File: src/rtl/dec_entry_pkg.sv
// dec_entry_pkg: shared constants, state encoding and helpers for the
// decimal digit-entry block (dec_entry) and its BCD-to-binary converter.
package dec_entry_pkg;

  localparam int DEC_MAX_DIGITS = 3;
  localparam int DEC_WIDTH      = 10;

  localparam logic [3:0] BCD_MAX = 4'd9;

  // Decimal weights of d2, d1 and d0.
  localparam int W_HUNDREDS = 100;
  localparam int W_TENS     = 10;
  localparam int W_ONES     = 1;

  typedef enum logic [1:0] {
    ST_IDLE   = 2'd0,
    ST_ENTRY  = 2'd1,
    ST_FULL   = 2'd2,
    ST_COMMIT = 2'd3
  } state_t;

  // True when the nibble is a legal BCD digit (0..9).
  function automatic logic is_bcd(input logic [3:0] d);
    return (d <= BCD_MAX);
  endfunction

endpackage

File: src/rtl/dec_entry_bcd3_to_bin.sv
// bcd3_to_bin: combinational conversion of three BCD digits into binary,
// d2*100 + d1*10 + d0, built only from shifts and adds.
// Ports:
//   i_d2, i_d1, i_d0 : BCD digits, hundreds / tens / ones
//   o_bin            : binary value, 0..999
module bcd3_to_bin
  import dec_entry_pkg::*;
(
  input  logic [3:0]           i_d2,
  input  logic [3:0]           i_d1,
  input  logic [3:0]           i_d0,
  output logic [DEC_WIDTH-1:0] o_bin
);

  logic [DEC_WIDTH-1:0] w_d2;
  logic [DEC_WIDTH-1:0] w_d1;
  logic [DEC_WIDTH-1:0] w_d0;

  assign w_d2 = {6'd0, i_d2};
  assign w_d1 = {6'd0, i_d1};
  assign w_d0 = {6'd0, i_d0};

  // x100 = x64 + x32 + x4 ; x10 = x8 + x2. Max 900+90+9 fits in 10 bits.
  assign o_bin = (w_d2 << 3'd6) + (w_d2 << 3'd5) + (w_d2 << 3'd2)
               + (w_d1 << 3'd3) + (w_d1 << 3'd1)
               + w_d0;

endmodule

File: src/rtl/dec_entry.sv
// dec_entry: accepts BCD digits most-significant first, shows the entry in
// progress, and commits it as an unsigned binary value.
// Ports:
//   clk, resetn        : clock, asynchronous active-low reset
//   digit_in           : BCD digit, sampled with digit_valid
//   digit_valid        : strobe, append digit
//   backspace          : strobe, drop last digit
//   enter              : strobe, commit entry
//   clear              : strobe, discard entry and clear err
//   entry_value        : binary value of current digits (one cycle behind)
//   digit_count        : digits held, 0..MAX_DIGITS
//   value_out          : last committed value
//   value_valid        : one-cycle pulse when value_out updates
//   err                : sticky error flag
module dec_entry
  import dec_entry_pkg::*;
#(
  parameter int MAX_DIGITS = DEC_MAX_DIGITS,
  parameter int WIDTH      = DEC_WIDTH
) (
  input  logic             clk,
  input  logic             resetn,
  input  logic [3:0]       digit_in,
  input  logic             digit_valid,
  input  logic             backspace,
  input  logic             enter,
  input  logic             clear,
  output logic [WIDTH-1:0] entry_value,
  output logic [1:0]       digit_count,
  output logic [WIDTH-1:0] value_out,
  output logic             value_valid,
  output logic             err
);

  localparam logic [1:0] MAX_CNT = 2'(MAX_DIGITS);

  state_t             r_state;
  state_t             w_state_nxt;
  logic [3:0]         r_d2, r_d1, r_d0;
  logic [3:0]         w_d2_nxt, w_d1_nxt, w_d0_nxt;
  logic [1:0]         r_cnt, w_cnt_nxt;
  logic               r_err, w_err_nxt;
  logic               w_commit;
  logic [WIDTH-1:0]   w_bin;
  logic [WIDTH-1:0]   r_entry_value;
  logic [WIDTH-1:0]   r_value_out;
  logic               r_value_valid;

  bcd3_to_bin u_bcd3_to_bin (
    .i_d2  (r_d2),
    .i_d1  (r_d1),
    .i_d0  (r_d0),
    .o_bin (w_bin)
  );

  // State register.
  always_ff @(posedge clk or negedge resetn) begin
    if (!resetn) begin
      r_state <= ST_IDLE;
    end else begin
      r_state <= w_state_nxt;
    end
  end

  // Next state and next digit/count/err; strobe priority clear > enter > backspace > digit.
  always_comb begin
    w_state_nxt = r_state;
    w_d2_nxt    = r_d2;
    w_d1_nxt    = r_d1;
    w_d0_nxt    = r_d0;
    w_cnt_nxt   = r_cnt;
    w_err_nxt   = r_err;
    w_commit    = 1'b0;
    if (clear) begin
      w_state_nxt = ST_IDLE;
      w_d2_nxt    = 4'd0;
      w_d1_nxt    = 4'd0;
      w_d0_nxt    = 4'd0;
      w_cnt_nxt   = 2'd0;
      w_err_nxt   = 1'b0;
    end else begin
      case (r_state)
        ST_COMMIT: begin
          // Digits are still intact here, so w_bin is the value to commit.
          w_commit    = 1'b1;
          w_state_nxt = ST_IDLE;
          w_d2_nxt    = 4'd0;
          w_d1_nxt    = 4'd0;
          w_d0_nxt    = 4'd0;
          w_cnt_nxt   = 2'd0;
          // Enter/backspace are ignored here but still outrank a bad digit.
          if (!enter && !backspace && digit_valid && !is_bcd(digit_in)) begin
            w_err_nxt = 1'b1;
          end else begin
            w_err_nxt = r_err;
          end
        end
        ST_IDLE, ST_ENTRY, ST_FULL: begin
          if (enter) begin
            if (r_state != ST_IDLE) begin
              w_state_nxt = ST_COMMIT;
            end else begin
              w_state_nxt = r_state;
            end
          end else if (backspace) begin
            if (r_state != ST_IDLE) begin
              w_d0_nxt    = r_d1;
              w_d1_nxt    = r_d2;
              w_d2_nxt    = 4'd0;
              w_cnt_nxt   = r_cnt - 2'd1;
              w_state_nxt = (r_cnt == 2'd1) ? ST_IDLE : ST_ENTRY;
            end else begin
              w_cnt_nxt = r_cnt;
            end
          end else if (digit_valid) begin
            if (!is_bcd(digit_in) || (r_state == ST_FULL)) begin
              w_err_nxt = 1'b1;
            end else begin
              w_d2_nxt    = r_d1;
              w_d1_nxt    = r_d0;
              w_d0_nxt    = digit_in;
              w_cnt_nxt   = r_cnt + 2'd1;
              w_state_nxt = ((r_cnt + 2'd1) == MAX_CNT) ? ST_FULL : ST_ENTRY;
            end
          end else begin
            w_state_nxt = r_state;
          end
        end
        default: begin
          w_state_nxt = ST_IDLE;
        end
      endcase
    end
  end

  // Digit shift register, count, error flag and registered outputs.
  always_ff @(posedge clk or negedge resetn) begin
    if (!resetn) begin
      r_d2          <= 4'd0;
      r_d1          <= 4'd0;
      r_d0          <= 4'd0;
      r_cnt         <= 2'd0;
      r_err         <= 1'b0;
      r_entry_value <= {WIDTH{1'b0}};
      r_value_out   <= {WIDTH{1'b0}};
      r_value_valid <= 1'b0;
    end else begin
      r_d2          <= w_d2_nxt;
      r_d1          <= w_d1_nxt;
      r_d0          <= w_d0_nxt;
      r_cnt         <= w_cnt_nxt;
      r_err         <= w_err_nxt;
      r_entry_value <= w_bin;
      r_value_valid <= w_commit;
      if (w_commit) begin
        r_value_out <= w_bin;
      end else begin
        r_value_out <= r_value_out;
      end
    end
  end

  assign entry_value = r_entry_value;
  assign digit_count = r_cnt;
  assign value_out   = r_value_out;
  assign value_valid = r_value_valid;
  assign err         = r_err;

endmodule

File: config.mk
export PLATFORM = sky130hd
export DESIGN_NAME = dec_entry
export DESIGN_NICKNAME = d
export VERILOG_FILES = /design/src/rtl/dec_entry_pkg.sv /design/src/rtl/dec_entry_bcd3_to_bin.sv /design/src/rtl/dec_entry.sv
export SDC_FILE = /design/constraint.sdc
export NUM_CORES = 1
export LEC_CHECK = 0
export ABC_AREA = 1
export CAP_MARGIN = 30
export CORE_MARGIN = 1
export CORE_UTILIZATION = 35
export CTS_BUF_LIST = sky130_fd_sc_hd__clkbuf_2 sky130_fd_sc_hd__clkbuf_4 sky130_fd_sc_hd__clkbuf_8
export DETAILED_ROUTE_END_ITERATION = 7
export PLACE_DENSITY = 0.64
export SLEW_MARGIN = 20
export SYNTH_ARGS = -nofsm -noshare
export SYNTH_HDL_FRONTEND = slang
export SYNTH_SLANG_ARGS = --single-unit
File: constraint.sdc
create_clock -name clk -period 5.3 [get_ports clk]
set_input_delay 0.795 -clock clk [delete_from_list [all_inputs] [get_ports clk]]
set_output_delay 0.795 -clock clk [all_outputs]
set_load 0.05 [all_outputs]
; After elaboration in Yosys (flattened, before gate mapping)
; Index checks and enable logic that the tools add are counted.
[word_totals]
reg_bits = 38
output_inout_bits = 24
elab_cells = 93
[classes]
n_mux = 47
n_reduce_logical = 13
addsub = 7
n_eq_ne = 16
n_lt_le_gt_ge = 1
[op_table]
columns = op, n
row1 = 4-bit two-way mux, 18
row2 = 2-bit two-way mux, 14
row3 = 4-bit one-hot mux with 2 select lines, 3
row4 = "4-bit != test, second input constant", 4
row5 = "3-bit != test, second input constant", 5
row6 = 10-bit by 4-bit adder with 10-bit output, 1
row7 = 10-bit by 5-bit adder with 10-bit output, 1
row8 = 10-bit by 6-bit adder with 10-bit output, 1
row9 = 10-bit by 7-bit adder with 10-bit output, 1
row10 = 10-bit by 9-bit adder with 10-bit output, 1
row11 = "5-bit != test, second input constant", 2
row12 = 1-bit two-way mux, 9
row13 = 2-bit one-hot mux with 2 select lines, 2
row14 = 4-bit AND reduction, 2
row15 = "2-bit == test, second input constant", 3
row16 = 5-bit AND reduction, 1
row17 = "2-bit by 1-bit == test with 1-bit output, second input constant", 2
row18 = "4-bit <= comparator, second input constant", 1
row19 = 1-bit logical AND, 3
row20 = 1-bit zero test, 3
row21 = 3-bit OR reduction, 1
row22 = "2-bit by 1-bit adder with 2-bit output, second input constant", 1
row23 = 2-bit zero test, 1
row24 = 1-bit one-hot mux with 2 select lines, 1
row25 = other kinds (3), 3

; Depth between registers and ports, before layout
[logic_depth]
ltp_word = 9
mapped_depth = 14
mapped_depth_nobuf = 14

; By module
; From an unflattened synthesis, not the netlist that was laid out.
[unflattened]
hier_cells = 280
area_unflattened_um2 = 2275.9
[by_module_without_submodules]
columns = module, n_inst, area_per_inst_um2, cells_each
row1 = dec_entry, 1, 1687.9, 198
row2 = bcd3_to_bin, 1, 588.1, 82

; Worst setup path before layout
; Ideal clock, no wire load.
[synth_timing]
path_type = flip-flop to flip-flop
from = register r_d2[1]
to = register r_entry_value[7] (netlist: entry_value[7])
slack_ns = 2.605
t_arrival_ns = 2.576
stages_incl_launch_ff = 13
n_path_buf = 0
period_less_slack_ns = 2.695
cell_sequence = dfrtp_1 inv_1 fa_1 inv_1 fa_1 ha_1 inv_1 fa_1 inv_1 nand2_1 nand2_1 nand3_1 and2_1
[synth_via]
elab_chain_len = 5
[synth_rtl]
columns = item, line_no
row1 = from (decl), dec_entry.sv:39  ; logic [3:0] r_d2, r_d1, r_d0;
row2 = from (signal assigned), dec_entry.sv:148  ; r_d2 <= w_d2_nxt;
row3 = 10-bit by 9-bit adder with 10-bit output, dec_entry_bcd3_to_bin.sv:24  ; assign o_bin = (w_d2 << 3'd6) + (w_d2 << 3'd5) + (w_d2 << 3'd2)
row4 = 10-bit by 6-bit adder with 10-bit output *, dec_entry_bcd3_to_bin.sv:24
row5 = 10-bit by 7-bit adder with 10-bit output *, dec_entry_bcd3_to_bin.sv:25  ; + (w_d1 << 3'd3) + (w_d1 << 3'd1)
row6 = 10-bit by 5-bit adder with 10-bit output *, dec_entry_bcd3_to_bin.sv:25
row7 = 10-bit by 4-bit adder with 10-bit output *, dec_entry_bcd3_to_bin.sv:26  ; + w_d0;
row8 = named net u_bcd3_to_bin.o_bin[7], dec_entry_bcd3_to_bin.sv:12  ; output logic [DEC_WIDTH-1:0] o_bin
row9 = to (signal assigned), dec_entry.sv:144  ; r_entry_value <= {WIDTH{1'b0}};
row10 = to (signal assigned), dec_entry.sv:153  ; r_entry_value <= w_bin;
row11 = to (decl), dec_entry.sv:45  ; logic [WIDTH-1:0] r_entry_value;
; Mark *: on every way through the listed nets, which the timed path passes. The rest lies on a longest branch.
; A chain may end at the register's enable or synchronous reset.

; Worst setup path in the final report
[layout_timing]
from = register r_d2[1]
to = register r_value_out[9] (netlist: value_out[9])
[layout_via]
elab_chain_len = 5
[layout_rtl]
columns = item, line_no
row1 = 10-bit by 9-bit adder with 10-bit output, dec_entry_bcd3_to_bin.sv:24
row2 = 10-bit by 6-bit adder with 10-bit output *, dec_entry_bcd3_to_bin.sv:24
row3 = 10-bit by 7-bit adder with 10-bit output *, dec_entry_bcd3_to_bin.sv:25
row4 = 10-bit by 5-bit adder with 10-bit output *, dec_entry_bcd3_to_bin.sv:25
row5 = 10-bit by 4-bit adder with 10-bit output *, dec_entry_bcd3_to_bin.sv:26
row6 = to (signal assigned), dec_entry.sv:145  ; r_value_out <= {WIDTH{1'b0}};
row7 = to (signal assigned), dec_entry.sv:156  ; r_value_out <= w_bin;
row8 = to (signal assigned), dec_entry.sv:158  ; r_value_out <= r_value_out;
row9 = to (decl), dec_entry.sv:46  ; logic [WIDTH-1:0] r_value_out;
; Every way passes the cells marked *; elsewhere a longest branch is shown, timed or not.

==> flow_summary.json <==
{
  "status": "completed",
  "initial_core_util_pct": 36.2,
  "min_path_type": "input port to asynchronous set/reset pin",
  "maxCapViolCount": 0,
  "die_x_microns": 83.0,
  "yosysUniqueCellTypes": 24,
  "cp-start-kind": "flop",
  "yosys.area.top_type": "dfrtp_1",
  "fillers": 635,
  "powerDensity_nw_per_um2": 340,
  "grt_use_total_pct": 13.9,
  "wl_met1_microns": 2170,
  "pin_count": 34,
  "worstPathArrival_ns": 3.09,
  "numCtsBuffers": 5,
  "die-height_microns": 83.0,
  "synth_flop_cell": "dfrtp_1",
  "dpl.hpwl_microns": 3290,
  "insertion_delay_ns": 0.29,
  "worst-path-stages": 14,
  "wl_met3_microns": 150,
  "synth_area_sq_um": 2300,
  "top_layer_used": "met4",
  "clock_path_buffers": 2,
  "ys_seq_area_share_pct": 41.4,
  "syn_inst": 280,
  "cts.sinks": 38,
  "multi_input_area_sq_um": 1160,
  "synthTopCellsByCount": "nand2_1 (88), dfrtp_1 (38), inv_1 (35)",
  "hold_viol": 0,
  "endpoint": "value_out[9]$_DFFE_PN0P_",
  "crit_slowest_cell": "fa_1",
  "viasPerCell": 4.67,
  "endpoint_kind": "flop",
  "drv_slew": 0,
  "synth_top_area_share_pct": 41.4,
  "insertedDiodeCount": 0,
  "final_antenna_net_count": 0,
  "regArea_sq_um": 951,
  "utilization_pct": 43.8,
  "relSlewSlack_pct": 47.1,
  "cts_setup_buffers": 0,
  "ys_seq_elements": 38,
  "root_buffer": "clkbuf_8",
  "final_cell_area_sq_um": 2780,
  "cp_slowest_stage_delay_ns": 0.53,
  "globalplace.congestion": 0.786,
  "reg2reg_slack_ns": 2.44,
  "fin_nets": 347,
  "grt_pass1_vias": 1716,
  "path_buf_inv": 4,
  "cts_tree": "yes",
  "cts_hold_buf": 0,
  "drc": 0,
  "period_share_pct": 54.0,
  "crit_top_cell": "inv_1",
  "max_freq_ghz": 0.349,
  "grt_max_degree": 39,
  "avgSynthCellArea_sq_um": 8.20,
  "grt_pass1_wl_microns": 7830,
  "rows": 29,
  "drt_iter0_drc": 69,
  "netlist_top_cells_area": "dfrtp_1 (41%), nand2_1 (14%), ha_1 (9.3%)",
  "yosysMostFrequentCell": "nand2_1",
  "period_minus_slack_ns": 2.86,
  "worstReg2RegEnd": "value_out[9]$_DFFE_PN0P_",
  "place_area_sq_um": 2670,
  "synth_edf_count": 0,
  "drt-total-wl_microns": 4400,
  "critPathLaunch": "r_d2[1]$_DFFE_PN0P_",
  "cp_top_family": "adder cells",
  "tns_ns": 0,
  "port_buffers": 33,
  "setup_viol": 0,
  "wl_met2_microns": 2050,
  "clk_pin_slew_ns": 0.08,
  "worstPathCellList": "inv_1 -> fa_1 -> inv_1 -> fa_1 -> ha_1 -> inv_1 -> fa_1 -> inv_1 -> nand2_1 -> nand2_1 -> nand3_1 -> nand3_1 -> nand3_1 -> nand2_1",
  "grt_overflow": 0,
  "dr.pass1.iters": 4,
  "htreeDepth": 2,
  "peakVddDrop_mv": 0.250,
  "worst_pin_slew_ns": 0.790,
  "grt_setup_unrepaired": "false",
  "cts_resized": 0,
  "async_flop_share_pct": 100,
  "coreArea_sq_um": 6350,
  "drive_above_1_share_pct": 9.55,
  "rr_startpoint": "r_d2[1]$_DFFE_PN0P_",
  "path_max_fanout": 4,
  "yosys_warnings": 0,
  "p_leak_uw": 0.00151,
  "reg2reg_depth": 14,
  "num_vias": 1826,
  "wl_per_cell_microns": 11.3,
  "synth_fp_nets": 314,
  "die-area_sq_um": 6890,
  "antenna_found_initial": 0,
  "area_growth_pct": 21.1,
  "criticalPathCategory": "flop to flop",
  "cp.required_ns": 5.53,
  "skew_ns": 0.00718
}
==> worst reg2reg max path, stage by stage (launching register included) <==
cell	delay (ns)
dfrtp_1	0.41
inv_1	0.11
fa_1	0.53
inv_1	0.05
fa_1	0.50
ha_1	0.18
inv_1	0.06
fa_1	0.41
inv_1	0.09
nand2_1	0.05
nand2_1	0.10
nand3_1	0.08
nand3_1	0.08
nand3_1	0.07
nand2_1	0.09
==> power by group <==
group          total, uW  leakage, uW  switching [uW]  internal (uW)
Combinational        367     0.000943             247            120
Clock                206    0.0000472             101            105
Sequential           374     0.000517            36.0            338
Total                947      0.00151             385            563
==> sequential cells by signal, indices dropped and copies added (netlist names) <==
signal       count
digit_count      2
entry_value     10
err              1
r_d0             4
r_d1             4
r_d2             4
r_state          2
value_out       10
value_valid      1
==> metal layers <==
metal | up-vias | track usage [%]
met2 | 36 | 22.4
met1 | 855 | 19.1
met3 | 4 | 3.58
met4 | 0 | 2.82
li1 | 931 | -
met5 | - | 0
==> how the worst min path moves through the flow <==
stage,start,endpoint,slack (ns),depth (start not counted)
floorplan,r_d0[0]$_DFFE_PN0P_,entry_value[0]$_DFF_PN0_,0.39,0
global placement,r_d0[0]$_DFFE_PN0P_,entry_value[0]$_DFF_PN0_,0.43,0
detailed placement,r_d0[0]$_DFFE_PN0P_,entry_value[0]$_DFF_PN0_,0.43,0
CTS,r_d0[0]$_DFFE_PN0P_,entry_value[0]$_DFF_PN0_,0.45,0
global route,resetn,entry_value[8]$_DFF_PN0_,0.36,1
finish,resetn,entry_value[8]$_DFF_PN0_,0.36,1
==> stage by stage <==
step | worst slack (ns) | total power (uW) | cells | hold WS [ns]
2_1_floorplan | 2.60 | 635 | 280 | 0.395
3_3_place_gp | 2.50 | 744 | 382 | 0.434
3_5_place_dp | 2.43 | 749 | 382 | 0.430
4_1_cts | 2.43 | 961 | 390 | 0.448
5_1_grt | 2.23 | 1010 | 391 | 0.360
6_report | 2.44 | 947 | 391 | 0.364
==> cell usage in the layout, fill, tap and decap left out <==
| master | n |
|---|---|
| nand2_1 | 88 |
| dfrtp_1 | 38 |
| inv_1 | 35 |
| clkdlybuf4s50_1 | 32 |
| nand3_1 | 30 |
| ha_1 | 17 |
| a21oi_1 | 14 |
| nor2_1 | 13 |
| nand2_2 | 12 |
| fa_1 | 7 |
| clkbuf_8 | 6 |
| and2_1 | 4 |
| xnor2_1 | 2 |
| inv_2 | 2 |
| o21ai_1 | 2 |
| nand2_4 | 2 |
| or2_2 | 1 |
| a21o_1 | 1 |
| nor3_2 | 1 |
| nand3_2 | 1 |
| nor2_4 | 1 |
| xor2_1 | 1 |
| clkinvlp_4 | 1 |
| clkinv_2 | 1 |
| buf_2 | 1 |
| buf_12 | 1 |
==> cells by family after synthesis <==
group	Yosys count	synth area share [%]
AND/OR/NAND/NOR	153	30.0
AO/OA/AOI/OAI	17	3.81
adder cells (fa/ha/maj)	24	15.4
buffers and inverters	45	8.28
flip-flops	38	41.4
XOR/XNOR	3	1.14
==> layout make-up <==
| type | instances | share of cell area, % |
|---|---|---|
| Clock buffer | 6 | 2.97 |
| Inverter | 37 | 4.99 |
| Timing Repair Buffer | 34 | 12.4 |
| Clock inverter | 2 | 0.450 |
| Multi-Input combinational cell | 197 | 41.5 |
| Tap cell | 77 | 3.46 |
| Sequential cell | 38 | 34.2 |
No activity file was read; power rests on OpenSTA's default activity.
